==> src/rtl/instr_fetch.sv <==
// instr_fetch: instruction fetch stage with IR, branch-hold/redirect and IDLE/RUN/DONE control
//   clk, rst_n          : rising-edge clock, asynchronous active-low reset
//   start               : begin/restart fetch at RESET_PC (ignored while running)
//   stall               : freeze all fetch state
//   prog_end            : address of the last valid instruction
//   imem_addr/imem_rdata: combinational instruction-memory port
//   instn, state        : IR and branch state presented to the decoder
//   next_state, beq_enable, PCSrc : decoder feedback
//   busy, done          : RUN / DONE decodes
//   br_taken_cnt        : saturating taken-branch counter, present only with FETCH_BRANCH_CNT_EN
module instr_fetch #(
  parameter int                PC_W      = 10,
  parameter logic [PC_W-1:0]   RESET_PC  = '0,
  parameter logic [31:0]       NOP_INSTN = 32'hFFFF_FFFF
) (
  input  logic            clk,
  input  logic            rst_n,
  input  logic            start,
  input  logic            stall,
  input  logic [PC_W-1:0] prog_end,
  output logic [PC_W-1:0] imem_addr,
  input  logic [31:0]     imem_rdata,
  output logic [31:0]     instn,
  output logic [1:0]      state,
  input  logic [1:0]      next_state,
  input  logic            beq_enable,
  input  logic            PCSrc,
  output logic            busy,
  output logic            done
`ifdef FETCH_BRANCH_CNT_EN
  ,
  output logic [15:0]     br_taken_cnt
`endif
);
  typedef enum logic [1:0] {IDLE, RUN, DONE} fsm_e;
  localparam logic [1:0] NORMAL = 2'b00;
  localparam logic [1:0] BEQ_IN = 2'b01;
  localparam logic [5:0] BEQ_OP = 6'b000100;
  fsm_e            fsm_q, fsm_d;
  logic [PC_W-1:0] pc_q, pc_d, ir_pc_q, ir_pc_d, tgt_q, tgt_d, tgt;
  logic [31:0]     ir_q, ir_d;
  logic [1:0]      st_q, st_d;
  logic            hold_br, taken, end_nt, last;
  // The decoder's beq_enable already folds in PCSrc while in BEQ_IN.
  logic            unused_pcsrc;
  assign unused_pcsrc = PCSrc;
  assign imem_addr = pc_q;
  assign instn     = ir_q;
  assign state     = st_q;
  assign busy      = fsm_q == RUN;
  assign done      = fsm_q == DONE;
  assign tgt       = PC_W'(32'(ir_pc_q) + 32'd1 + {{16{ir_q[15]}}, ir_q[15:0]});
  assign hold_br   = st_q == NORMAL && beq_enable;
  assign taken     = st_q == BEQ_IN && beq_enable;
  // A BEQ sitting at prog_end that is not taken finishes the program.
  assign end_nt    = st_q == BEQ_IN && !beq_enable && ir_pc_q == prog_end;
  // A BEQ fetched at prog_end defers DONE until it resolves.
  assign last      = pc_q == prog_end && imem_rdata[31:26] != BEQ_OP;
  always_comb begin
    fsm_d   = fsm_q;
    pc_d    = pc_q;
    ir_d    = ir_q;
    ir_pc_d = ir_pc_q;
    tgt_d   = tgt_q;
    st_d    = st_q;
    if (fsm_q != RUN) begin
      st_d = NORMAL;
      ir_d = NOP_INSTN;
      if (start) begin
        fsm_d = RUN;
        pc_d  = RESET_PC;
      end
    end else if (!stall) begin
      st_d = next_state;
      if (hold_br) begin
        ir_d  = NOP_INSTN;
        tgt_d = tgt;
      end else if (taken) begin
        ir_d = NOP_INSTN;
        pc_d = tgt_q;
      end else if (end_nt) begin
        ir_d  = NOP_INSTN;
        fsm_d = DONE;
      end else begin
        ir_d    = imem_rdata;
        ir_pc_d = pc_q;
        pc_d    = pc_q + PC_W'(1);
        fsm_d   = last ? DONE : RUN;
      end
    end
  end
  always_ff @(posedge clk or negedge rst_n) begin
    if (!rst_n) begin
      fsm_q   <= IDLE;
      pc_q    <= RESET_PC;
      ir_q    <= NOP_INSTN;
      ir_pc_q <= '0;
      tgt_q   <= '0;
      st_q    <= NORMAL;
    end else begin
      fsm_q   <= fsm_d;
      pc_q    <= pc_d;
      ir_q    <= ir_d;
      ir_pc_q <= ir_pc_d;
      tgt_q   <= tgt_d;
      st_q    <= st_d;
    end
  end
`ifdef FETCH_BRANCH_CNT_EN
  logic [15:0] cnt_q, cnt_d;
  assign br_taken_cnt = cnt_q;
  always_comb begin
    cnt_d = cnt_q;
    if (fsm_q != RUN && start) cnt_d = '0;
    else if (fsm_q == RUN && !stall && taken && cnt_q != 16'hFFFF) cnt_d = cnt_q + 16'd1;
  end
  always_ff @(posedge clk or negedge rst_n) begin
    if (!rst_n) cnt_q <= '0;
    else cnt_q <= cnt_d;
  end
`endif
endmodule

==> config.mk <==
export PLATFORM = sky130hd
export DESIGN_NAME = instr_fetch
export DESIGN_NICKNAME = d
export VERILOG_FILES = /design/src/rtl/instr_fetch.sv
export SDC_FILE = /design/constraint.sdc
export NUM_CORES = 1
export LEC_CHECK = 0
export CORE_ASPECT_RATIO = 1.1
export CORE_MARGIN = 2
export CORE_UTILIZATION = 47
export CTS_CLUSTER_DIAMETER = 120
export CTS_CLUSTER_SIZE = 40
export DETAILED_ROUTE_END_ITERATION = 16
export PLACE_DENSITY = 0.85
export SKIP_LAST_GASP = 1
export SLEW_MARGIN = 25
export SYNTH_ARGS = -nofsm -noshare
export SYNTH_HDL_FRONTEND = slang
export SYNTH_SLANG_ARGS = --single-unit
==> constraint.sdc <==
create_clock -name clk -period 4.9 [get_ports clk]
set_input_delay 0.98 -clock clk [delete_from_list [all_inputs] [get_ports clk]]
set_output_delay 0.98 -clock clk [all_outputs]
set_load 0.05 [all_outputs]
# == Word-level counts from Yosys, hierarchy flattened ==
# Index checks and enable logic that the tools add are counted.
# classes
n_addsub,3
n_eq_ne,12
muxes,20
bitwise_logic,5
reduce_logical,11
# op_table
op,n
$mux W32,5
$mux W10,6
$add A10 B1 Y10 const B,2
$eq A10 B10 Y1,2
$mux W2,9
$add A10 B10 Y10,1
$ne A2 B1 Y1 const B,4
$reduce_and A4 Y1,2
$ne A6 B3 Y1 const B,1
$logic_and A1 B1 Y1,5
$not A1 Y1,5
$reduce_and A5 Y1,1
$eq A2 B1 Y1 const B,2
$ne A3 B2 Y1 const B,1
$reduce_and A3 Y1,1
$eq A2 B2 Y1 const B,1
$logic_not A2 Y1,1
$ne A2 B2 Y1 const B,1
$logic_not A1 Y1,1
# totals
register_bits,66
elab_cells,57

# == Longest topological paths before layout ==
# Gate-level depths: netlist of the first run.
# depth
depth_word,8
ltp_mapped,9
mapped_depth_nobuf,9

# == Least setup slack after synthesis of the first run ==
# OpenSTA, ideal clock, no wires.
# synth_timing
kind,in2reg
startpoint,input imem_rdata[26]
endpoint,register fsm_q[1]
setup_ns,0.134
arrival_time_ns,2.270
required_ns,4.766
slack_ns,2.496
stages,5
path_buffers,0
cell_sequence,or4b_2 > o311ai_0 > nor3_1 > o211ai_1 > o21ai_0
# synth_via
elab_chain_len,8
# synth_rtl
element,line_no,rtl
from (decl),22,"input logic [31:0] imem_rdata,"
$ne A6 B3 Y1,58,assign last = pc_q == prog_end && imem_rdata[31:26] != BEQ_OP;
$logic_and A1 B1 Y1,58,
$mux W2,88,fsm_d = last ? DONE : RUN;
$mux W2,81,end else if (end_nt) begin
$mux W2,78,end else if (taken) begin
$mux W2,75,if (hold_br) begin
$mux W2,73,end else if (!stall) begin
$mux W2,66,if (fsm_q != RUN) begin
to (signal assigned),101,fsm_q <= fsm_d;
to (decl),39,"fsm_e fsm_q, fsm_d;"
# Every way passes these cells. The select of a mux whose other input is x is not followed.
# A chain may end at the register's enable or synchronous reset.

# == Worst setup path after layout of the first run ==
# layout_timing
startpoint,input prog_end[5]
endpoint,"register pc_q[4], in the netlist imem_addr[4]"
# layout_via
elab_chain_len,4
# layout_rtl
element,line_no,rtl
from (decl),20,"input logic [PC_W-1:0] prog_end,"
$eq A10 B10 Y1,56,assign end_nt = st_q == BEQ_IN && !beq_enable && ir_pc_q == prog_end;
$logic_and A1 B1 Y1,56,
$ne A3 B2 Y1 (no source line),-,
$reduce_and A4 Y1 (no source line),-,
to (signal assigned),102,pc_q <= pc_d;
to (decl),40,"logic [PC_W-1:0] pc_q, pc_d, ir_pc_q, ir_pc_d, tgt_q, tgt_d, tgt;"
# Every way passes these cells.

==> results of run 1 <==
[worst max-delay path: stages]
cell	delay, ns
clkdlybuf4s50_1	0.44
xnor2_1	0.29
nand3_1	0.17
nor4_4	0.45
or3_1	0.73
o22ai_1	0.20
a21o_1	0.23
[flip-flops by register name, summed over array words and instances (netlist names)]
name       flops
instn         32
imem_addr     10
ir_pc_q       10
tgt_q         10
fsm_q          2
state          2
[routing by layer]
layer  up-vias  wire length, µm
met2       104             4602
met5         -                0
met1      1473             3400
met3        21              685
li1       1465                -
met4         0              263
[worst max-delay path by stage]
stage                    from      endpoint  slack, ns  cells past startpoint
2_1_floorplan  imem_rdata[26]      fsm_q[1]       2.50                      5
3_3_place_gp      prog_end[5]    ir_pc_q[5]       1.39                      6
3_5_place_dp      prog_end[5]    ir_pc_q[1]       1.32                      6
4_1_cts           prog_end[5]    ir_pc_q[0]       1.65                      6
5_1_grt            beq_enable  imem_addr[4]       1.50                      6
6_report          prog_end[5]  imem_addr[4]       1.63                      7
[layout make-up]
type / count / area, µm²
clock buffer: 11 / 131.4
clock inverter: 5 / 78.83
fill: 611 / 2660
inverter: 11 / 41.29
multi-input combinational: 281 / 1687
sequential: 66 / 1692
tap: 87 / 108.9
timing repair buffer: 96 / 950.9
[Yosys cell counts, drive strengths merged, types with 7 or more instances]
cell type	count
o21ai	16
nand3	7
nand2	35
inv	11
clkbuf	13
a21oi	35
ha	10
nor2	78
xnor2	22
dfrtp	34
a22o	7
dfstp	32
mux2	10
[cells by family (layout without fill, tap and decap cells)]
kind of cell	after synthesis	in the layout	synth area share
multiplexers	12	12	0.03787
XOR/XNOR	27	27	0.06752
flip-flops	66	66	0.4830
AO/OA/AOI/OAI	88	88	0.1554
buffers and inverters	28	123	0.03715
AND/OR/NAND/NOR	143	143	0.1776
adder cells (fa/ha/maj)	11	11	0.04144
[metrics by stage]
step | cell area (µm²) | hold WS (ns) | total power, µW
global placement | 4478 | 0.4628 | 1715
floorplan | 3502 | 0.4444 | 1456
global route | 4690 | 0.5043 | 2377
CTS | 4690 | 0.4869 | 2256
finish | 4690 | 0.4864 | 2244
detailed placement | 4479 | 0.4701 | 1754
[power breakdown]
part	switching (µW)	internal (µW)	total, µW
registers	146	696	842
clock network	207	286	494
logic	528	380	908
==> summary.md, run 1 <==
The top-area cell type share of the netlist area was 0.2429. The run gives 1.634 ns as the post-route worst setup slack. The wire-length estimate of the detail-placed layout is 6633 µm. For this run, the number of Yosys warnings is 0.

The number of antenna violations at the first check in global routing is 0. The worst reg2reg path endpoint is imem_addr[4]. The met3 track demand over resource in global routing is 0.07430. Post-CTS repair changed the size of 0 cells. Summed over all instances, the cell type with the most area after synthesis is dfrtp_1. The run finished with clean final reports. The tools report the capture endpoint of the worst hold path as tgt_q[9]. In the synthesized netlist the dominant register cell turns out to be dfrtp_1. Summed over all failing endpoints, the final setup total negative slack is 0 ns.

The wire length of the first global-routing pass came out at 14810 µm. Hold path startpoint: tgt_q[9]. The run gives 0.4830 as the share of synthesized area occupied by flip-flops and latches.

Leaving out fill and tap cells, the most frequent cell in the layout is clkdlybuf4s50_1. Critical path capture point type: a register. Critical setup path kind: input port to register.

The die covers 0.008159 mm². After detailed routing, the number of remaining DRC violations is 0. For this block, the routed nets add up to 8952 µm of wire. The logs give 0.2630 for the met1 demand-to-capacity share in global routing and 0 for the count of final setup violators.

Total routing usage reported by global routing: 0.2351. For this design the ratio of total power to cell area is 478.6 mW/mm². Compared with the post-synthesis result, the final layout area differs by 33.91%. The tools report the count of final hold-check violations as 0. TritonCTS built the clock tree. The run gives 44 as the unique cell type count in the Yosys netlist. At the end of routability-driven placement, the weighted congestion stood at 0.8472.

The die is 86.31 µm wide. The share of post-route cells with drive strength above 1 was 0.1426; the number of pins with negative max-slew slack in the final report was 0. The most utilized layer in the global route result is met2.

The number of global-route vias before repair was 3115; the clock-pin transition on the worst setup and hold timing paths was 0.07 ns. The post-placement cell count is 541, and the share of synthesized registers carrying an async set or reset is 1.000. Summed over all cells, the static leakage comes to 0.001943 µW.

The met2 track utilization from global routing was 0.4076. Setup repair after global routing left no endpoint under its margin. Counting instances, the worst hold path has a depth of 2. The minimum clock period was 3.266 ns; the mean cell area of the mapped netlist was 9.339 µm².

The die is 94.54 µm tall. For the final database, setup skew stands at 0.009713 ns. In the layout the commonest cells are clkdlybuf4s50_1, nor2_1, nand2_1, a21oi_1, dfrtp_1.

The tools report the data arrival time of the worst path as 3.50 ns. The length of the first detailed-routing pass in iterations came out at 4. In this run the worst path has a maximum fanout of 19. After synthesis, the cell types taking the most area are dfrtp_1, dfstp_2, nor2_1, xnor2_1, a21oi_1.

In this run the tool buffered the top-level ports with 94 buffer cells. The post-CTS setup buffer count came out at 0. The clock net in this run drives a total of 66 sinks. Across all register-to-register paths, the minimum setup slack is 2.35 ns. In the final routed layout, each cell accounts on average for 16.07 µm. In the routed layout, each cell is associated on average with a via count of 5.499. The startpoint type of the worst setup path is an input port. The synthesized design contains 0 enable-type register cells. The remaining global-route overflow is 0.

The number of register bits inferred by synthesis was 66. The post-route non-filler standard cell count is 557. The number of max-capacitance violations reported is 0.

Area inside the core boundary: 0.007350 mm². For the number of instances in the synthesized netlist, the log shows 375. The number of nets handed over by synthesis was 436. The initial detailed-routing violation count was 127; the part of the cycle the worst path needs was 0.6665. The tightest min-delay check is of the register to register type.

Data on the critical path is required at its endpoint by 5.13 ns. Via total after detailed routing: 3063. The tree is rooted in a clkbuf_8. The total standard cell area after synthesis was 0.003502 mm²; the normalized max-slew margin was 0.3407.

The antenna diode instance count is 0, and the worst slack at placement is 1.323 ns. The transition at the pin with the smallest max-transition slack is 0.9866 ns, and the post-layout net count is 526. The tools report the buffer depth of the longest clock path as 2. During I/O placement, the number of pins put on the boundary was 96. For the quantity of hold-fixing buffers added after cts, the log shows 0. The pin count of the biggest net entering global routing was 38. The logs give 263.4 µV for the peak ir drop on the vdd network and 33 for the standard-cell row count. The upper clock frequency limit is 306.2 MHz, and the count of antenna-violating nets left after detailed routing is 0. In this run the critical register-to-register path is launched from ir_pc_q[5]. For the worst flop-to-flop path, the logic depth is 6. Initial core utilization: 0.4765. CTS built an H-tree with a depth of 3. The total CTS buffers is 9, and the insertion delay of the later-clocked pin in the worst-skew pair is 0.34 ns.

The core occupancy in the finished layout was 0.6381.
Power figures use the tool's default switching activity.
==> inputs of run 2 (changes only) <==
Settings changed: CORE_UTILIZATION 47 to 44, PLACE_DENSITY 0.85 to 0.84.
Clock period 4.9 ns to 2.9 ns, I/O delays scaled along.
==> summary.md, run 2 (synthesis results as in run 1) <==
In the layout the commonest cells are clkdlybuf4s50_1, nor2_1, nand2_1, a21oi_1, dfrtp_1. The cell with the largest stage delay on the worst path was clkdlybuf4s50_1. The logs give 0 (unchanged) for the remaining global-route overflow and 0.008690 mm² (+6.5%) for the die outline area. The most utilized layer in the global route result was met2.

The clock-pin transition on the worst setup and hold timing paths was 0.06 ns (about the same); the core occupancy in the finished layout was 0.6050 (-0.03305). The average wire per standard cell is 15.21 µm (-5.3%). The reg2reg setup slack was 0.55 ns (-1.80 ns).

The total CTS buffers is 9 (unchanged), and the number of resized instances in the post-cts repair step is 0 (unchanged). The number of pins with negative max-slew slack in the final report was 0 (unchanged). The number of cells on the worst reg-to-reg path is 9 (+3), and the power after layout is 3662 µW (+63%). For the combined flip-flop and latch cell area, the log shows 0.001692 mm² (unchanged).

Met2 track utilization from global routing: 0.3301 (-0.07754). The via total after detailed routing is 3058 (-0.16%). The area inside the core boundary is 0.007828 mm² (+6.5%), and the data arrival time of the worst path is 1.92 ns (-1.58 ns). The largest incremental delay on the critical path was 0.81 ns (+0.08 ns); the part of the cycle the worst path needs was 0.8619. The insertion delay of the later-clocked pin in the worst-skew pair came out at 0.35 ns (about the same). The horizontal die dimension was 89.07 µm (+3.2%).

The met3 track demand over resource in global routing is 0.07307 (-0.001234). Setup repair after global routing left no endpoint under its margin. For the number of max-capacitance violations reported, the log shows 0 (unchanged). Most common cell after layout, fill and taps aside: clkdlybuf4s50_1.

The tools report the length of the first detailed-routing pass in iterations as 4 (unchanged). The logs give 0.4474 (-0.02910) for the initial core utilization and 0 (unchanged) for the quantity of hold-fixing buffers added after cts. The tools report the total routing usage reported by global routing as 0.2151 (-0.01991).

The tightest min-delay check is of the input port to asynchronous set/reset pin type. The normalized max-slew margin was 0.5840 (+0.2434); the biggest fanout along the worst timing path was 6 (-13). The area growth from synthesis to layout was 35.23%; the minimum clock period was 2.500 ns.

The number of ports placed on the die boundary came out at 96 (unchanged). The total power density per cell area is 773.2 mW/mm² (+62%). The tools report the startpoint type of the worst setup path as a register. The worst setup path is captured at an output pin. The wire length of the first global-routing pass is 14350 µm (-3.2%), and the post-layout net count is 532 (+1.1%). The tools report the number of filler instances in the final layout as 684 (+12%). The post-CTS setup buffer count was 0 (unchanged). The worst reg2reg path endpoint was tgt_q[8].

The run finished with clean final reports. Based on the critical path, the design can be clocked at up to 400.1 MHz. For the overall routed net length, the log shows 8885 µm (-0.75%). Clock tree synthesis selected as its root buffer the cell clkbuf_8. The startpoint identified for the worst register-to-register timing path is instn[0]. For the clock skew, the log shows 0.009736 ns (+0.00002395 ns).

TritonCTS built the clock tree. The run gives 3 (unchanged) as the maximum level of the CTS H-tree. Leakage power of the design: 0.001963 µW (+1.0%). The setup TNS was 0 ns (unchanged); the number of global-route vias before repair was 3067 (-1.5%). For the peak ir drop on the vdd network, the log shows 347.2 µV (+32%). Y dimension of the die: 97.57 µm (+3.2%). Total of buffers placed on input and output ports: 94 (unchanged).

The via density per instance is 5.236 (-4.8%). Share of post-route cells with drive strength above 1: 0.1513 (+0.008707). The transition at the pin with the smallest max-transition slack was 0.6233 ns (-0.3633 ns); the global placer's final weighted congestion was 0.9024 (+6.5%).

The count of clock tree sinks came out at 66 (unchanged). The critical path goes through nand2b_1 > inv_1 > clkdlybuf4s50_1. The logs give 178 (+40%) for the initial detailed-routing violation count and 0 (unchanged) for the count of final setup violators.

The estimated wirelength of the detail-placed design is 6610 µm (-0.35%), and the required time at the endpoint of the critical path is 2.32 ns (-2.81 ns). The multi-input combinational cell area was 0.001685 mm² (about the same); the antenna diode instance count was 0 (unchanged). The met1 demand-to-capacity share in global routing is 0.2738 (+0.01085), and the buffer depth of the longest clock path is 2 (unchanged).

The run gives 35 (-7.9%) as the pin count of the biggest net entering global routing. The tools report the standard-cell row count as 34 (+3.0%). The number of flip-flops in the largest register came out at 32 (unchanged). The critical setup path kind is register to output pin. The count of antenna-violating nets left after detailed routing was 0 (unchanged). The number of antenna violations at the first check in global routing was 0 (unchanged). The count of final hold-check violations is 0 (unchanged), and the total DRC errors in the routed layout is 0 (unchanged).
[run 2: worst max-delay path by stage]
stage / to / startpoint / slack [ns]
floorplan: tgt_q[6] / instn[0] / 0.65
finish: busy / fsm_q[1] / 0.40
global route: fsm_q[1] / imem_rdata[26] / 0.21
global placement: fsm_q[1] / imem_rdata[26] / 0.14
CTS: busy / fsm_q[1] / 0.38
detailed placement: fsm_q[1] / imem_rdata[26] / 0.11
[run 2: critical path, delay by kind of cell (launching register included)]
| family | cells | cell delay [ns] |
|---|---|---|
| and+or+nand+nor | 1 | 0.25 |
| buffers and inverters | 2 | 0.95 |
| DFF | 1 | 0.38 |
[run 2: final cells by class]
cell class / count / share of cell area
repair buffers: 102 / 0.2129
multi-input cells: 281 / 0.3559
flip-flops and latches: 66 / 0.3572
clock buffers: 13 / 0.03355
inverters: 11 / 0.008719
well taps: 108 / 0.02853
clock inverters: 3 / 0.003170
[run 2: power by group]
part | internal [µW] | leakage (µW) | switching [µW]
clock network | 353 | 0.0000932 | 350
registers | 1180 | 0.000771 | 249
logic | 651 | 0.00110 | 881
[run 2: routing by layer]
| layer | vias up | routed length (µm) |
|---|---|---|
| li1 | 1482 | - |
| met1 | 1446 | 3567 |
| met2 | 116 | 4397 |
| met3 | 14 | 761 |
| met4 | 0 | 158 |
| met5 | - | 0 |
[run 2: through the flow]
step / cell area (µm²) / hold slack [ns] / instances / worst slack [ns]
global placement: 4562 / 0.4735 / 568 / 0.1354
floorplan: 3502 / 0.2844 / 375 / 0.6502
CTS: 4736 / 0.1782 / 584 / 0.3772
detailed placement: 4562 / 0.4802 / 568 / 0.1085
global route: 4736 / 0.2037 / 584 / 0.2123
finish: 4736 / 0.1781 / 584 / 0.4004
